<file path="src/rtl/sync_pkg.sv">
// Shared constants and helpers for the debounce bank.
// Optional long-press detection is enabled by defining SYNC_DEBNC_LONGPRESS_EN.
package sync_pkg;

  // Default configuration and legal limits
  localparam int SYNC_STAGES_DEF     = 2;
  localparam int SYNC_STAGES_MIN     = 2;
  localparam int SYNC_STAGES_MAX     = 4;
  localparam int DEBOUNCE_CYCLES_DEF = 4;
  localparam int DEBOUNCE_CYCLES_MIN = 1;
  localparam int LONG_CYCLES_DEF     = 16;
  localparam int LONG_CYCLES_MIN     = 1;

  // Bits needed to hold values 0..value-1, never less than one bit
  function automatic int clog2(input int value);
    int v;
    int r;
    v = value - 1;
    r = 0;
    while (v > 0) begin
      r++;
      v = v >> 1;
    end
    return (r == 0) ? 1 : r;
  endfunction

endpackage

</file>
<file path="src/rtl/debounce_channel.sv">
// One debounce channel: synchroniser chain, debounce counter, edge strobes
// and, when SYNC_DEBNC_LONGPRESS_EN is defined, a long-hold strobe.
module debounce_channel
  import sync_pkg::*;
#(
  parameter int SYNC_STAGES     = SYNC_STAGES_DEF,
  parameter int DEBOUNCE_CYCLES = DEBOUNCE_CYCLES_DEF
`ifdef SYNC_DEBNC_LONGPRESS_EN
  , parameter int LONG_CYCLES   = LONG_CYCLES_DEF
`endif
) (
  input  logic clk,
  input  logic rst,
  input  logic raw,
  output logic level,
  output logic rise,
  output logic fall,
  output logic long_press
);

  localparam int CW = clog2(DEBOUNCE_CYCLES + 1);
  localparam logic [CW-1:0] CNT_LAST = CW'(DEBOUNCE_CYCLES - 1);

  logic [SYNC_STAGES-1:0] sync_reg;
  logic                   sync_bit;
  logic [CW-1:0]          cnt_reg, cnt_next;
  logic                   level_reg, level_next;
  logic                   rise_reg, rise_next;
  logic                   fall_reg, fall_next;

  assign sync_bit = sync_reg[SYNC_STAGES-1];

  // Plain flop chain: the raw pin enters stage 0, no logic between stages
  always_ff @(posedge clk) begin
    if (rst) sync_reg <= '0;
    else     sync_reg <= {sync_reg[SYNC_STAGES-2:0], raw};
  end

  // Count consecutive disagreements; flip the level only after a full run
  always_comb begin
    cnt_next   = cnt_reg;
    level_next = level_reg;
    rise_next  = 1'b0;
    fall_next  = 1'b0;
    if (sync_bit == level_reg) begin
      cnt_next = '0;
    end else if (cnt_reg == CNT_LAST) begin
      level_next = sync_bit;
      cnt_next   = '0;
      rise_next  = sync_bit;
      fall_next  = ~sync_bit;
    end else begin
      cnt_next = cnt_reg + 1'b1;
    end
  end

  // Debounce state and strobes, strobes land together with the level change
  always_ff @(posedge clk) begin
    if (rst) begin
      cnt_reg   <= '0;
      level_reg <= 1'b0;
      rise_reg  <= 1'b0;
      fall_reg  <= 1'b0;
    end else begin
      cnt_reg   <= cnt_next;
      level_reg <= level_next;
      rise_reg  <= rise_next;
      fall_reg  <= fall_next;
    end
  end

  assign level = level_reg;
  assign rise  = rise_reg;
  assign fall  = fall_reg;

`ifdef SYNC_DEBNC_LONGPRESS_EN
  localparam int HW = clog2(LONG_CYCLES + 1);
  localparam logic [HW-1:0] HOLD_MAX = HW'(LONG_CYCLES);

  logic [HW-1:0] hold_reg, hold_next;
  logic          long_reg, long_next;

  // Hold counter saturates, so the strobe fires once per press
  always_comb begin
    hold_next = hold_reg;
    long_next = 1'b0;
    if (!level_reg) begin
      hold_next = '0;
    end else if (hold_reg != HOLD_MAX) begin
      hold_next = hold_reg + 1'b1;
      long_next = (hold_reg == HOLD_MAX - 1'b1);
    end
  end

  // Hold counter and long-press strobe registers
  always_ff @(posedge clk) begin
    if (rst) begin
      hold_reg <= '0;
      long_reg <= 1'b0;
    end else begin
      hold_reg <= hold_next;
      long_reg <= long_next;
    end
  end

  assign long_press = long_reg;
`else
  assign long_press = 1'b0;
`endif

endmodule

</file>
<file path="src/rtl/sync_debounce_bank.sv">
// Bank of NCH independent synchronise-and-debounce channels for raw pins.
// Define SYNC_DEBNC_LONGPRESS_EN to build the per-channel long-press strobe;
// otherwise long_press is held at 0.
module sync_debounce_bank
  import sync_pkg::*;
#(
  parameter int NCH             = 5,
  parameter int SYNC_STAGES     = SYNC_STAGES_DEF,
  parameter int DEBOUNCE_CYCLES = DEBOUNCE_CYCLES_DEF,
  parameter int LONG_CYCLES     = LONG_CYCLES_DEF
) (
  input  logic           clk,
  input  logic           rst,
  input  logic [NCH-1:0] in,
  output logic [NCH-1:0] out,
  output logic [NCH-1:0] rise,
  output logic [NCH-1:0] fall,
  output logic [NCH-1:0] long_press
);

  // Reject illegal configurations at elaboration
  if (SYNC_STAGES < SYNC_STAGES_MIN || SYNC_STAGES > SYNC_STAGES_MAX) begin : g_bad_sync
    $error("sync_debounce_bank: SYNC_STAGES must be 2..4");
  end
  if (DEBOUNCE_CYCLES < DEBOUNCE_CYCLES_MIN) begin : g_bad_debounce
    $error("sync_debounce_bank: DEBOUNCE_CYCLES must be at least 1");
  end
  if (LONG_CYCLES < LONG_CYCLES_MIN) begin : g_bad_long
    $error("sync_debounce_bank: LONG_CYCLES must be at least 1");
  end

  genvar gi;
  for (gi = 0; gi < NCH; gi++) begin : g_ch
    debounce_channel #(
      .SYNC_STAGES     (SYNC_STAGES),
      .DEBOUNCE_CYCLES (DEBOUNCE_CYCLES)
`ifdef SYNC_DEBNC_LONGPRESS_EN
      , .LONG_CYCLES   (LONG_CYCLES)
`endif
    ) u_ch (
      .clk        (clk),
      .rst        (rst),
      .raw        (in[gi]),
      .level      (out[gi]),
      .rise       (rise[gi]),
      .fall       (fall[gi]),
      .long_press (long_press[gi])
    );
  end

endmodule

</file>
<file path="config.mk">
export PLATFORM = sky130hd
export DESIGN_NAME = sync_debounce_bank
export DESIGN_NICKNAME = d
export VERILOG_FILES = /design/src/rtl/sync_pkg.sv /design/src/rtl/debounce_channel.sv /design/src/rtl/sync_debounce_bank.sv
export SDC_FILE = /design/constraint.sdc
export NUM_CORES = 1
export LEC_CHECK = 0
export BUFFER_PORTS_ARGS = -buffer_cell sky130_fd_sc_hd__buf_2
export CORE_UTILIZATION = 48
export DETAILED_ROUTE_END_ITERATION = 16
export GPL_TIMING_DRIVEN = 0
export PLACE_DENSITY_LB_ADDON = 0.25
export SETUP_SLACK_MARGIN = 0.3
export SLEW_MARGIN = 20
export SYNTH_ARGS = -nofsm -noshare
export SYNTH_HDL_FRONTEND = slang
export SYNTH_SLANG_ARGS = --single-unit
</file>
<file path="constraint.sdc">
create_clock -name clk -period 1.2 [get_ports clk]
set_clock_uncertainty 0.15 [all_clocks]
set_input_delay 0.06 -clock clk [delete_from_list [all_inputs] [get_ports clk]]
set_output_delay 0.06 -clock clk [all_outputs]
set_load 0.05 [all_outputs]
</file>
==> results_dict.tcl, run 1 <==
set metrics [dict create \
    timing.final.crit_period_ps 1210 \
    area_growth_pct 53.6 \
    grt_use_total_pct 18.9 \
    run_status "finished, violations left" \
    fin_area_um2 2390 \
    crit_top_cell "ha_4" \
    ys_seq_area_share_pct 51.4 \
    timing.rr.end "g_ch[3].u_ch.level$_SDFFE_PP0P_" \
    fin_ws_ps -9.46 \
    insertion_delay_ps 350 \
    largest_register_ffs 15 \
    cp_top_family "flip-flops" \
    ys_ff_latch 40 \
    drv_slew 0 \
    p_leak_nw 0.906 \
    worstSetupStartpointType "register" \
    io_pins 27 \
    drc 0 \
    portBuffers 20 \
    layout-drive-gt1-share_pct 67.8 \
    synth_top_area_share_pct 51.4 \
    whs_endpoint "g_ch[3].u_ch.fall$_SDFF_PP0_" \
    wl_per_cell_um 13.6 \
    rsz0062_at_grt "true" \
    routed_wl_um 3010 \
    hold_viol 0 \
    fin_crit_sh_pct 101 \
    die-area_um2 3480 \
    nets 193 \
    synthDistinctLibCells 13 \
    synth-simple-area-share_pct 22.1 \
    drt-initial-drc-count 13 \
    grt_pass1_wl_um 4480 \
    rrSetupSlack_ps -9 \
    ys_warn_count 0 \
    hold_path.class "in2reg" \
    cts_buffers 5 \
    violations "setup timing" \
    post_dp_cell_area_um2 1870 \
    crit_chain "ha_4 > ha_4 > mux2i_1 > nor2_1" \
    start_util_pct 50.7 \
    power_mw 2.22 \
    synthMuxAreaShare_pct 3.21 \
    slowest_stage "dfxtp_2" \
    path_buf_inv 0 \
    crit_fanout 6 \
    avgSynthCellArea_um2 12.0 \
    cts_tree "built" \
    drt-vias-per-instance 4.67 \
    die_h_um 59.0 \
    first_global_vias 996 \
    cts_max_path_buffers 2 \
    gp_congestion 0.692 \
    layout_commonest_cell "dfxtp_2" \
    ant_nets 0 \
    grt_max_degree 12 \
    synth_area_um2 1560 \
    synth_xor_area_share_pct 2.81 \
    synth_compound_area_share_pct 0 \
    clkTransAtPathRegs_ps 110 \
    hp-start "rst" \
    r2r_start "g_ch[3].u_ch.cnt_reg[1]$_SDFF_PP0_" \
    synthAdderAreaFrac_pct 8.03 \
    antenna_found_initial 0 \
    peakVddDrop_mv 0.837 \
    synth_top_family_by_area "simple AND/OR/NAND/NOR gates" \
    core-area_um2 3080 \
    ff2ff_path_depth 4 \
    synth_area_leaders "dfxtp_1 (51%), buf_4 (10%), and4bb_2 (8.0%)" \
    diodes 0 \
    power_density_nw_per_um2 926 \
    cp-end-kind "register" \
    clock-sinks 40 \
    yosys.area.top_type "dfxtp_1" \
    final_cell_mix "dfxtp_2 (21), buf_4 (16), dfxtp_1 (16), buf_6 (14), buf_8 (14)" \
    dr.pass1.iters 3 \
    slowest_delay_ps 360 \
    synthCells 130 \
    fp-row-count 20 \
    cp.arrival_ps 1290 \
    finalSetupViolCount 1 \
    htreeDepth 2 \
    path_class "reg2reg" \
    max_freq_ghz 0.827 \
    dr_total_vias 1033 \
    holdPathStages 2 \
    hpwl_um 1650 \
    die_x_um 59.0 \
    cts-root-buf "clkbuf_4" \
    overflow 0 \
    cp.required_ps 1280 \
    drv_cap 0 \
]
cell families after synthesis:
logic type | Yosys count
buffers and inverters | 29
muxes | 5
xor gates and xnor gates | 5
adders and majority gates | 10
other | 1
and+or+nand+nor | 40
DFF | 40
area by class of cell:
| class | count | area (um2) |
|---|---|---|
| tap | 44 | 55.1 |
| buffer | 24 | 228 |
| fill | 180 | 683 |
| sequential | 40 | 838 |
| inverter | 5 | 18.8 |
| clock buffer | 8 | 58.8 |
| timing repair buffer | 35 | 383 |
| multi-input combinational | 65 | 813 |
stage by stage:
stage	utilization [%]	hold WS [ps]	TNS (ps)	instances	worst slack (ps)
3_5_place_dp	60.7	130	0	198	35.4
3_3_place_gp	60.7	121	0	198	66.2
2_1_floorplan	-	38.2	0	134	92.6
4_1_cts	73.6	27.9	0	220	12.1
6_report	77.8	28.0	-9.46	221	-9.46
5_1_grt	77.8	25.1	-215	221	-74.4
timing repair:
item | in CTS | in global routing
gates resized for setup | 63 | 30
setup buffers | 8 | 1
pin swaps | 0 | 4
endpoints found under the hold margin | 30 | 0
hold buffers | 6 | 0
setup endpoints to repair | 45 | 46
worst max path at each step:
| stage | cells past startpoint | endpoint | slack (ps) | start |
|---|---|---|---|---|
| final | 4 | g_ch[3].u_ch.level$_SDFFE_PP0P_ | -9 | g_ch[3].u_ch.cnt_reg[1]$_SDFF_PP0_ |
| after global routing | 3 | g_ch[0].u_ch.cnt_reg[2]$_SDFF_PP0_ | -70 | g_ch[0].u_ch.cnt_reg[0]$_SDFF_PP0_ |
| after CTS | 2 | out[4] | 10 | g_ch[4].u_ch.level$_SDFFE_PP0P_ |
| after detailed placement | 3 | g_ch[1].u_ch.cnt_reg[2]$_SDFF_PP0_ | 40 | g_ch[1].u_ch.cnt_reg[0]$_SDFF_PP0_ |
| after global placement | 3 | g_ch[0].u_ch.cnt_reg[2]$_SDFF_PP0_ | 70 | g_ch[0].u_ch.cnt_reg[0]$_SDFF_PP0_ |
| after floorplan | 3 | g_ch[0].u_ch.cnt_reg[2]$_SDFF_PP0_ | 90 | g_ch[0].u_ch.cnt_reg[0]$_SDFF_PP0_ |
report_power, final:
| group | internal (mW) | leakage (nW) | total, mW | switching, mW |
|---|---|---|---|---|
| logic | 0.0708 | 0.536 | 0.161 | 0.0899 |
| clock network | 0.289 | 0.0326 | 0.701 | 0.411 |
| registers | 1.34 | 0.338 | 1.36 | 0.0153 |
per-layer routing:
| metal | track usage (%) | vias up | share of wire [%] |
|---|---|---|---|
| met1 | 20.4 | 486 | 42 |
| met5 | 0 | - | 0 |
| li1 | - | 519 | - |
| met4 | 10.2 | 0 | 2.3 |
| met3 | 8.30 | 7 | 5.3 |
| met2 | 31.0 | 21 | 51 |
Yosys cell counts:
master,count
xnor2_1,5
nor4b_2,5
nor4_1,10
buf_4,21
buf_2,3
ha_1,10
nor2_1,5
conb_1,1
inv_1,5
mux2i_1,5
nor2b_1,10
dfxtp_1,40
and4bb_2,10
Power figures use the tool's default switching activity.
==> run 2: changes to the inputs <==
Settings changed: BUFFER_PORTS_ARGS -buffer_cell sky130_fd_sc_hd__buf_2 to -buffer_cell sky130_fd_sc_hd__buf_4.
==> run 2 against run 1 <==
  * The flow still finishes with violations (setup timing)
  * Sequential power is essentially flat
  * Count of clock-buffer cells in the layout is the same
  * Power grew 0.15%
  * Worst setup slack gained 5.0 ps
  * First-iteration DRC count grew 15%
  * Hold slack lost 1.7 ps
  * Critical endpoint is now g_ch[3].u_ch.cnt_reg[2]$_SDFF_PP0_
  * Largest power group unchanged
==> results_dict.tcl, run 2 (synthesis results as in run 1) <==
set metrics [dict create \
    grt_pass1_wl_um 4530 \
    cts_max_path_buffers 2 \
    diodes 0 \
    worstSetupStartpointType "register" \
    timing.final.crit_period_ps 1200 \
    die-area_um2 3480 \
    grt_use_total_pct 18.5 \
    hpwl_um 1630 \
    slowest_stage "dfxtp_2" \
    ant_nets 0 \
    cts_tree "built" \
    first_global_vias 1032 \
    cp-startpoint "g_ch[3].u_ch.cnt_reg[0]$_SDFF_PP0_" \
    crit_top_cell "ha_4" \
    grt_max_degree 12 \
    slowest_delay_ps 350 \
    start_util_pct 50.7 \
    cts_buffers 5 \
    drt-initial-drc-count 15 \
    wl_per_cell_um 13.3 \
    post-place-ws_ps 15.8 \
    layout_commonest_cell "dfxtp_2" \
    largest_register_ffs 15 \
    rsz0062_at_grt "true" \
    placed_cells 198 \
    core-area_um2 3080 \
    utilization_pct 77.8 \
    power_mw 2.22 \
    drv_cap 0 \
    dr.pass1.iters 4 \
    peakVddDrop_mv 0.970 \
    fin_area_um2 2390 \
    fin_crit_sh_pct 100 \
    antenna_found_initial 0 \
    num-fill-cells 173 \
    tns_ps -4.42 \
    path_class "reg2reg" \
    drv_slew 0 \
    htreeDepth 2 \
    final_cell_mix "dfxtp_2 (22), buf_4 (21), dfxtp_1 (17), buf_8 (15), buf_6 (13)" \
    hold_path.class "in2reg" \
    cts-root-buf "clkbuf_4" \
    cp.required_ps 1290 \
    run_status "finished, violations left" \
    layout-drive-gt1-share_pct 66.5 \
    fp-row-count 20 \
    portBuffers 20 \
    max_freq_ghz 0.830 \
    p_leak_nw 0.903 \
    dr_total_vias 1037 \
    crit_fanout 6 \
    area_growth_pct 53.6 \
    violations "setup timing" \
    post_dp_cell_area_um2 1920 \
    die_h_um 59.0 \
    cp.arrival_ps 1300 \
    cp_top_family "flip-flops" \
    hold_ws_ps 26.3 \
    nets 192 \
    finalSetupViolCount 1 \
    cp-end-kind "register" \
    drt-vias-per-instance 4.71 \
    routed_wl_um 2930 \
    fin_ws_ps -4.42 \
    io_pins 27 \
    crit_chain "ha_4 > ha_4 > nor4_1" \
    overflow 0 \
    die_x_um 59.0 \
    clkTransAtPathRegs_ps 110 \
    path_buf_inv 0 \
    r2r_start "g_ch[3].u_ch.cnt_reg[0]$_SDFF_PP0_" \
    drc 0 \
    hold_viol 0 \
    hp-start "rst" \
    insertion_delay_ps 340 \
    power_density_nw_per_um2 928 \
    gp_congestion 0.691 \
    clock-sinks 40 \
    instances_no_fill 220 \
]
==> run 2: worst paths after layout <==
check                                  endpoint  slack (ps)  depth (start not counted)
max          g_ch[3].u_ch.cnt_reg[2]$_SDFF_PP0_          -4                          3
min                g_ch[4].u_ch.rise$_SDFF_PP0_          30                          2
max reg2reg  g_ch[3].u_ch.cnt_reg[2]$_SDFF_PP0_          -4                          3
min reg2reg  g_ch[3].u_ch.cnt_reg[0]$_SDFF_PP0_         300                          1
==> run 2: repair_timing <==
action,CTS,global route
setup endpoints to repair,45,45
setup buffers,7,1
resized for setup,53,20
hold endpoints to repair,30,30
hold buffers,5,1
pin swaps,3,5
==> run 2: layout make-up <==
cell class,count,area [um2],share of cell area (%)
Sequential cell,40,832,34.7
Multi-Input combinational cell,65,826,34.5
Timing Repair Buffer,34,383,16.0
Buffer,24,221,9.25
Clock buffer,8,58.8,2.46
Tap cell,44,55.1,2.30
Inverter,5,18.8,0.784
==> run 2: routing by layer <==
layer / wire [um] / GRT usage (%) / vias to the layer above
met2: 1510 / 31.7 / 21
met3: 125 / 6.99 / 6
li1: - / - / 516
met5: 0 / 0 / -
met4: 53 / 8.16 / 0
met1: 1250 / 20.4 / 494
==> run 2: power by group <==
part	total [mW]	internal, mW	leakage (nW)	switching, mW
Combinational	0.165	0.0734	0.534	0.0914
Sequential	1.36	1.35	0.337	0.0164
Clock	0.695	0.289	0.0326	0.405
==> run 3: changes to the inputs <==
Settings changed: ABC_AREA from default to 1, CORE_UTILIZATION 48 to 49.
==> run 3 against run 2 <==
  * The flow finishes with violations (hold timing)
  * First-iteration DRC count is 33% higher
  * Synthesized area is 2.4% higher
  * Utilization is 0.16 points higher
  * Count of clock-buffer cells in the layout is 2 lower
  * Register-to-register slack better by 50 ps
  * Critical path depth is 2 higher
  * Via count is 13% higher
  * Synthesized cell count is 42% higher
  * Highest routed layer unchanged
  * Critical path type unchanged
  * Sequential power hardly changed
  * Global-route usage is 0.58 points lower
  * Final area is 0.21% higher
==> results_dict.tcl, run 3 <==
set metrics [dict create \
    run_status "finished, violations left" \
    violations "hold timing" \
    synth_area_leaders "dfxtp_1 (50%), buf_4 (9.4%), inv_1 (8.5%)" \
    seq_power_share_pct 61.4 \
    power_frac_comb_pct 7.0 \
    hold_viol 8 \
    nets 243 \
    layout_commonest_cell "inv_1" \
    crit_chain "ha_4 > ha_4 > nor2_4 > nand3_2 > nor2_1" \
    synthCells 184 \
    die-area_um2 3490 \
    first_global_vias 1159 \
    p_sw_share_pct 23.7 \
    cp.arrival_ps 1290 \
    rsz0062_at_grt "true" \
    die_x_um 59.1 \
    clock-sinks 40 \
    core-area_um2 3080 \
    yosysMostFrequentCell "dfxtp_1" \
    drc 0 \
    post_dp_cell_area_um2 1970 \
    power_density_nw_per_um2 925 \
    clockPowerShare_pct 31.6 \
    cts_hold_buf 5 \
    dr.pass1.iters 4 \
    cts_buffers 5 \
    cts-root-buf "clkbuf_4" \
    synth_top_family_by_area "simple AND/OR/NAND/NOR gates" \
    antenna_found_initial 0 \
    ys_seq_area_share_pct 50.2 \
    ys_warn_count 0 \
    synthFlopType "dfxtp_1" \
    post-place-ws_ps 28.8 \
    yosys.area.top_type "dfxtp_1" \
    cp-end-kind "register" \
    synth_area_um2 1600 \
    synth-simple-area-share_pct 20.8 \
    die_h_um 59.1 \
    slowest_stage "dfxtp_2" \
    grt_use_total_pct 17.9 \
    drt-initial-drc-count 20 \
    synthAdderAreaFrac_pct 7.84 \
    max_freq_ghz 0.863 \
    area_growth_pct 50.3 \
    async_flop_share_pct 0 \
    cts_tree "built" \
    crit_top_cell "ha_4" \
    synth_xor_area_share_pct 0 \
    wl_per_cell_um 10.0 \
    io_pins 27 \
    ant_nets 0 \
    fin_crit_sh_pct 96.5 \
    crit_fanout 4 \
    drv_cap 0 \
    worstSetupStartpointType "register" \
    timing.final.crit_period_ps 1160 \
    synth_top_area_share_pct 50.2 \
    synthMuxAreaShare_pct 0 \
    grt_pass1_wl_um 4480 \
    peakVddDrop_mv 0.712 \
    fin_ws_ps 41.9 \
    grt_max_degree 13 \
    cp.required_ps 1330 \
    fp-row-count 20 \
    synthDistinctLibCells 14 \
    dr_total_vias 1172 \
    finalSetupViolCount 0 \
    hold_ws_ps -146 \
    layout-drive-gt1-share_pct 55.5 \
    cts_max_path_buffers 2 \
    hold_path.class "in2reg" \
    ys_ff_latch 40 \
    htreeDepth 2 \
    drv_slew 0 \
    largest_register_ffs 15 \
    fin_area_um2 2400 \
    cp_top_family "flip-flops" \
    tns_ps 0 \
    final_cell_mix "inv_1 (33), dfxtp_2 (25), nor2_1 (23), nand2_1 (18)" \
    overflow 0 \
    hpwl_um 1720 \
    synth_edf_count 0 \
    p_leak_nw 0.981 \
    start_util_pct 51.9 \
    drt-vias-per-instance 4.32 \
    synth_common_cells "dfxtp_1 (40), inv_1 (36), nor2_1 (26)" \
    power.net_switching_uw 527 \
    avgSynthCellArea_um2 8.68 \
    path_class "reg2reg" \
    insertion_delay_ps 340 \
    diodes 0 \
    gp_congestion 0.719 \
    routed_wl_um 2710 \
    portBuffers 21 \
    slowest_delay_ps 350 \
    path_buf_inv 0 \
    intPower_mw 1.69 \
    synth_compound_area_share_pct 1.57 \
    clkTransAtPathRegs_ps 110 \
]
-- run 3: changes by cell type after synthesis, sizes merged, moves of 3 or more --
cell	before	now
nor4b	5	0
nand2	0	25
xnor2	5	0
nor2	5	30
buf	24	21
mux2i	5	0
nor3	0	10
nor2b	10	0
nand3	0	5
nor4	10	0
inv	5	36
and4bb	10	0
a21oi	0	5
-- run 3: final timing paths --
path	start	cells after the start	slack [ps]	to
max	g_ch[3].u_ch.cnt_reg[0]$_SDFF_PP0_	5	40	g_ch[3].u_ch.cnt_reg[0]$_SDFF_PP0_
min reg2reg	g_ch[4].u_ch.sync_reg[0]$_SDFF_PP0_	2	260	g_ch[4].u_ch.sync_reg[1]$_SDFF_PP0_
max reg2reg	g_ch[3].u_ch.cnt_reg[0]$_SDFF_PP0_	5	40	g_ch[3].u_ch.cnt_reg[0]$_SDFF_PP0_
min	rst	4	-150	g_ch[3].u_ch.cnt_reg[1]$_SDFF_PP0_
-- run 3: tightest hold or removal path: stages --
cell and delay (ps):
buf_4 110, nor2_4 40, nand3_2 70, nor2_1 40
-- run 3: final cells by class --
cell class / count / area [um2]
Sequential cell: 40 / 832
Multi-Input combinational cell: 90 / 727
Clock inverter: 2 / 10.0
Timing Repair Buffer: 31 / 358
Tap cell: 44 / 55.1
Fill cell: 216 / 678
Clock buffer: 6 / 51.3
Inverter: 36 / 135
Buffer: 22 / 231
-- run 3: kinds of logic after synthesis --
logic type	Yosys count
AOI/OAI and AO/OA	5
adders and majority gates	10
buffers and inverters	58
DFF	40
other	1
and+or+nand+nor	70
-- run 3: per-layer routing --
metal	wire length, um	GRT usage [%]
met1	1010	16.5
met2	1510	32.8
met3	96	5.24
met4	95	13.6
met5	0	0
-- run 3: through the flow --
stage | power (mW) | util, % | cells
after floorplan | 1.50 | - | 188
after global placement | 1.52 | 64.1 | 253
after detailed placement | 1.53 | 64.1 | 253
after CTS | 2.23 | 73.5 | 271
final | 2.22 | 78.0 | 271
after global routing | 2.32 | 78.0 | 271
-- run 3: timing repair --
action	4_1_cts	5_1_grt
cloned	0	0
pin swaps	11	8
resized for setup	38	47
endpoints found under the hold margin	15	8
setup buffers	5	0
setup endpoints to repair	45	45
-- run 3: power groups by stage --
stage | Combinational, mW | Clock [mW] | Sequential, mW
floorplan | 0.108 | 0 | 1.39
global route | 0.171 | 0.781 | 1.37
detailed placement | 0.135 | 0 | 1.39
global placement | 0.132 | 0 | 1.39
CTS | 0.150 | 0.719 | 1.36
finish | 0.155 | 0.701 | 1.36
